[config.mk]
export PLATFORM = sky130hd
export DESIGN_NAME = dmem_arbiter
export DESIGN_NICKNAME = d
export VERILOG_FILES = /design/src/rtl/dmem_arb_pkg.sv /design/src/rtl/dmem_arb_starve_ctr.sv /design/src/rtl/dmem_arbiter.sv
export SDC_FILE = /design/constraint.sdc
export NUM_CORES = 1
export LEC_CHECK = 0
export CAP_MARGIN = 20
export CORE_AREA = 2 2 116 118
export CTS_BUF_LIST = sky130_fd_sc_hd__clkbuf_16
export DETAILED_ROUTE_END_ITERATION = 7
export DIE_AREA = 0 0 118 120
export GPL_TIMING_DRIVEN = 0
export PLACE_DENSITY = 0.81
export SLEW_MARGIN = 30
export SYNTH_ARGS = -nofsm -noshare
export SYNTH_HDL_FRONTEND = slang
export SYNTH_SLANG_ARGS = --single-unit
[constraint.sdc]
create_clock -name clk -period 3.6 [get_ports clk]
set_clock_uncertainty 0.1 [all_clocks]
set_input_delay 0.36 -clock clk [delete_from_list [all_inputs] [get_ports clk]]
set_output_delay 0.36 -clock clk [all_outputs]
set_load 0.01 [all_outputs]
[src/rtl/dmem_arb_pkg.sv]
// Shared constants for the data-memory arbiter: requester indices,
// default bus widths and the starvation counter width.
package dmem_arb_pkg;

  localparam int REQ_CORE = 0;
  localparam int REQ_AUX  = 1;

  localparam int DEF_AW = 32;
  localparam int DEF_DW = 32;

  localparam int STARVE_W = 4;
  localparam logic [STARVE_W-1:0] STARVE_MAX = 4'hF;

endpackage

[src/rtl/dmem_arb_starve_ctr.sv]
// Saturating wait counter for the auxiliary requester. It counts cycles the
// requester has been refused and raises force_grant once that wait reaches
// the configured limit, so the aux master cannot be starved by the core.
module dmem_arb_starve_ctr
  import dmem_arb_pkg::*;
(
  input  logic                clk,
  input  logic                reset,
  input  logic                req,
  input  logic                gnt,
  input  logic [STARVE_W-1:0] limit,
  output logic                force_grant
);

  logic [STARVE_W-1:0] cnt_r;

  // Count refused cycles; any grant or withdrawn request restarts the wait.
  always_ff @(posedge clk) begin
    if (reset) begin
      cnt_r <= 4'd0;
    end else if (!req || gnt) begin
      cnt_r <= 4'd0;
    end else if (cnt_r != STARVE_MAX) begin
      cnt_r <= cnt_r + 4'd1;
    end else begin
      cnt_r <= cnt_r;
    end
  end

  // A limit of zero makes the compare always true, so aux always wins.
  assign force_grant = req & (cnt_r >= limit);

endmodule

[src/rtl/dmem_arbiter.sv]
// Two-requester arbiter in front of the single-port data memory. The core
// (requester 0) has fixed priority; the aux master (requester 1) is pushed
// ahead after waiting STARVE_LIMIT cycles. Read data is registered per
// requester and flagged with a one-cycle rvalid pulse.
module dmem_arbiter
  import dmem_arb_pkg::*;
#(
  parameter int AW           = DEF_AW,
  parameter int DW           = DEF_DW,
  parameter int STARVE_LIMIT = 4
) (
  input  logic          clk,
  input  logic          reset,
  input  logic          m0_req,
  input  logic          m0_we,
  input  logic [AW-1:0] m0_addr,
  input  logic [DW-1:0] m0_wdata,
  output logic          m0_gnt,
  output logic [DW-1:0] m0_rdata,
  output logic          m0_rvalid,
  input  logic          m1_req,
  input  logic          m1_we,
  input  logic [AW-1:0] m1_addr,
  input  logic [DW-1:0] m1_wdata,
  output logic          m1_gnt,
  output logic [DW-1:0] m1_rdata,
  output logic          m1_rvalid,
  output logic          mem_we,
  output logic [AW-1:0] mem_addr,
  output logic [DW-1:0] mem_wdata,
  input  logic [DW-1:0] mem_rdata
);

  localparam logic [STARVE_W-1:0] LIMIT = STARVE_W'(STARVE_LIMIT);

  logic [1:0] gnt_s;
  logic       force_s;
  logic       rd0_s;
  logic       rd1_s;

  dmem_arb_starve_ctr u_starve (
    .clk         (clk),
    .reset       (reset),
    .req         (m1_req),
    .gnt         (gnt_s[REQ_AUX]),
    .limit       (LIMIT),
    .force_grant (force_s)
  );

  // Grant selection: starving aux first, then the core, then idle aux.
  always_comb begin
    gnt_s = 2'b00;
    if (reset) begin
      gnt_s = 2'b00;
    end else if (m1_req && force_s) begin
      gnt_s[REQ_AUX] = 1'b1;
    end else if (m0_req) begin
      gnt_s[REQ_CORE] = 1'b1;
    end else if (m1_req) begin
      gnt_s[REQ_AUX] = 1'b1;
    end else begin
      gnt_s = 2'b00;
    end
  end

  assign m0_gnt = gnt_s[REQ_CORE];
  assign m1_gnt = gnt_s[REQ_AUX];

  // Memory-side mux; the core's bus is presented whenever aux is not granted.
  always_comb begin
    mem_addr  = m0_addr;
    mem_wdata = m0_wdata;
    if (m1_gnt) begin
      mem_addr  = m1_addr;
      mem_wdata = m1_wdata;
    end else begin
      mem_addr  = m0_addr;
      mem_wdata = m0_wdata;
    end
  end

  assign mem_we = (m0_gnt & m0_we) | (m1_gnt & m1_we);

  assign rd0_s = m0_gnt & ~m0_we;
  assign rd1_s = m1_gnt & ~m1_we;

  // Capture read data for whichever requester read this cycle and pulse rvalid.
  always_ff @(posedge clk) begin
    if (reset) begin
      m0_rdata  <= '0;
      m1_rdata  <= '0;
      m0_rvalid <= 1'b0;
      m1_rvalid <= 1'b0;
    end else begin
      m0_rvalid <= rd0_s;
      m1_rvalid <= rd1_s;
      if (rd0_s) begin
        m0_rdata <= mem_rdata;
      end else begin
        m0_rdata <= m0_rdata;
      end
      if (rd1_s) begin
        m1_rdata <= mem_rdata;
      end else begin
        m1_rdata <= m1_rdata;
      end
    end
  end

endmodule

==> results.md <==
* Status: finished clean
* Hold path endpoint: u_starve.cnt_r[0]
* Number of global-route vias before repair at 4,124
* Clock share of power at 39.5%
* VDD IR max at 0.214 mV
* Slew @ Worst Pin at 0.756 ns
* Die Height at 120 um
* R2r setup slk at 1.92 ns
* Area share of the largest cell type after synthesis at 40.9%
* Max-cap violation count at 0
* Setup TNS at 0 ns
* Yosys warnings at 0
* Diode count at 0
* H-tree Lvls at 3
* Post-CTS setup buffers at 0
* Final hold vios at 0
* Initial antenna violation count at 0
* Setup violators final at 0
* DRT Wirelength at 15,700 um
* Final max-slew violation count at 0
* Type of the most critical hold path: reg2reg
* Register area at 1400 um^2
* Critical path type: in2out
* Clock Tree Root: clkbuf_16
* Netlist Area Pre-Place at 3430 um^2
* Drt pass-1 iters at 4
* Sequential power share at 34.5%
* Avg Synthesized Cell Area at 8.95 um^2
* Worst setup EP type: primary output
* Total track usage at 21.3%
* Total congestion overflow at 0
* DR WL/cell at 18.0 um
* Maximum clock frequency at 0.327 GHz
* RR Startpoint: u_starve.cnt_r[2]
* Worst EP arrival at 2.60 ns
* CTS Buffer Depth at 2
* Drc violations at 0
* Die extent in x at 118 um
* Row cnt at 42
* WP data required at 3.14 ns
* Clock latency on the worst-skew pair at 0.32 ns
* First-pass GRT wire length at 23,500 um
* Synth Register Bits at 70
* Reg clk slew, reported paths at 0.05 ns
* IO Pins at 299
* Final Net Count at 859
* Synth area leaders: dfxtp_1 41%, mux2_2 21%, nand3_1 9.3%
* LEAKAGE at 2.63 nW
* PortBufs at 298
* Post_cts resized at 0
* Internal at 1.81 mW
* Worst hold stages at 1
* R2R Path End: m1_rdata[14]
* Post-synth cell types at 25
* P_sw at 0.596 mW
* Final Cycle Share at 84.9%
* Sw frac at 24.8%
* Initial detailed-routing violation count at 179
* Fillers at 1,211
* Post-synthesis instance total at 383
* Final Util at 53.6%
* Syn Nets at 550
* Sink Count at 70
* DP HPWL at 12,900 um
* Largest net degree at the start of global routing at 14
* Die area at 14,200 um^2
* Area growth syn-to-layout at 103%
* TritonCTS clock tree: done
* Min-delay src: u_starve.cnt_r[0]
* Routed Antenna Nets at 0
* Power per cell area at 346 nW/um^2
* Startpoint Class: input pin
* Post-DR vias/cell at 4.70
* Post-CTS Hold Fix Bufs at 0
* Combinational power share at 26.0%
* Total number of vias at 4,104
* Starting Density at 26.4%
* Seq/Total Area, Yosys at 40.9%
* Share of layout cells above drive strength 1 at 14.3%
* Relative slew slack at 49.5%
* RSZ-0062 raised after global routing: false
* Crit path time final at 3.06 ns
* Gpl congestion at 0.821
* R2R depth at 4
* CTS buffer count at 9
* Crit-path max FO at 10
* Area of the multi-input gates at 1820 um^2
* Area of the core at 13,000 um^2
* Post-synth top area cell: dfxtp_1
[per-stage QoR]
step           power [mW]  setup slack (ns)  cell area (um^2)  hold slack [ns]  cells
3_3_place_gp         1.47             0.456              6630            0.325    857
2_1_floorplan        1.05              1.79              3430            0.306    383
6_report             2.41             0.545              6950            0.328    873
3_5_place_dp         1.47             0.474              6630            0.332    857
4_1_cts              2.43             0.462              6950            0.339    873
5_1_grt              2.50             0.368              6950            0.359    873
[cell usage after synthesis]
master / n
dfxtp_1: 70
mux2_2: 64
nand2_1: 64
nand3_1: 64
o211ai_1: 32
o21ai_0: 27
clkbuf_1: 16
buf_2: 12
buf_6: 6
o21ai_1: 6
and3_1: 3
buf_1: 3
nand2b_1: 2
nor3_1: 2
nor3b_1: 2
a22o_1: 1
conb_1: 1
ha_1: 1
inv_1: 1
nor2_1: 1
nor2b_1: 1
nor3_2: 1
nor3b_4: 1
o21a_1: 1
or3b_2: 1
[layout make-up]
cell class	instances	area share (%)
Buffer	37	2.86
Clock buffer	9	3.24
Clock inverter	7	1.39
Inverter	1	0.0540
Multi-Input combinational cell	275	26.2
Sequential cell	70	20.2
Tap cell	176	3.17
Timing Repair Buffer	298	42.9
[state kept, by name, indices dropped and copies added, names as in the netlist]
| name | cells |
|---|---|
| m0_rdata | 32 |
| m0_rvalid | 1 |
| m1_rdata | 32 |
| m1_rvalid | 1 |
| u_starve.cnt_r | 4 |
[how the worst max path moves through the flow]
stage | endpoint | startpoint | slack (ns)
final | mem_addr[5] | reset | 0.54
after global routing | mem_wdata[30] | reset | 0.37
after CTS | mem_addr[5] | reset | 0.46
after detailed placement | mem_addr[5] | reset | 0.47
after global placement | mem_addr[5] | reset | 0.46
after floorplan | mem_addr[0] | reset | 1.79
[kinds of logic (layout without fill, tap and decap cells)]
group	after synthesis	count (layout)	share of synthesized area [%]
buffers and inverters	38	352	5.91
AND/OR/NAND/NOR	142	142	19.4
adder cells (fa/ha/maj)	1	1	0.365
AO/OA/AOI/OAI	67	67	12.3
flip-flops	70	70	40.9
multiplexers	64	64	21.0
other	1	1	0.109
[power by group through the flow]
stage	Combinational [mW]	Sequential (mW)	Clock, mW
finish	0.625	0.830	0.950
detailed placement	0.625	0.847	0
global placement	0.621	0.845	0
floorplan	0.189	0.860	0
global route	0.662	0.834	1.00
CTS	0.629	0.830	0.971
[layout by cell type, fill, tap and decap left out, types with 6 or more instances in the layout]
cell,count
clkdlybuf4s50_1,298
dfxtp_1,70
mux2_2,64
nand2_1,64
nand3_1,64
o211ai_1,32
o21ai_0,27
clkbuf_1,16
buf_2,12
clkbuf_16,9
buf_6,6
o21ai_1,6
[critical path: stages]
cell and delay (ns):
clkdlybuf4s50_1 0.51, nand2b_1 0.23, nor2_1 0.21, buf_6 0.20, buf_6 0.17, mux2_2 0.34, clkdlybuf4s50_1 0.56
[layer usage]
layer  track usage, %  routed length [um]  part of all wire [%]
met3             8.94                1530                   9.8
met4             4.97                 253                   1.6
met2             37.5                7820                    50
met5                0                   0                     0
met1             24.0                6100                    39
Power figures use the tool's default switching activity.
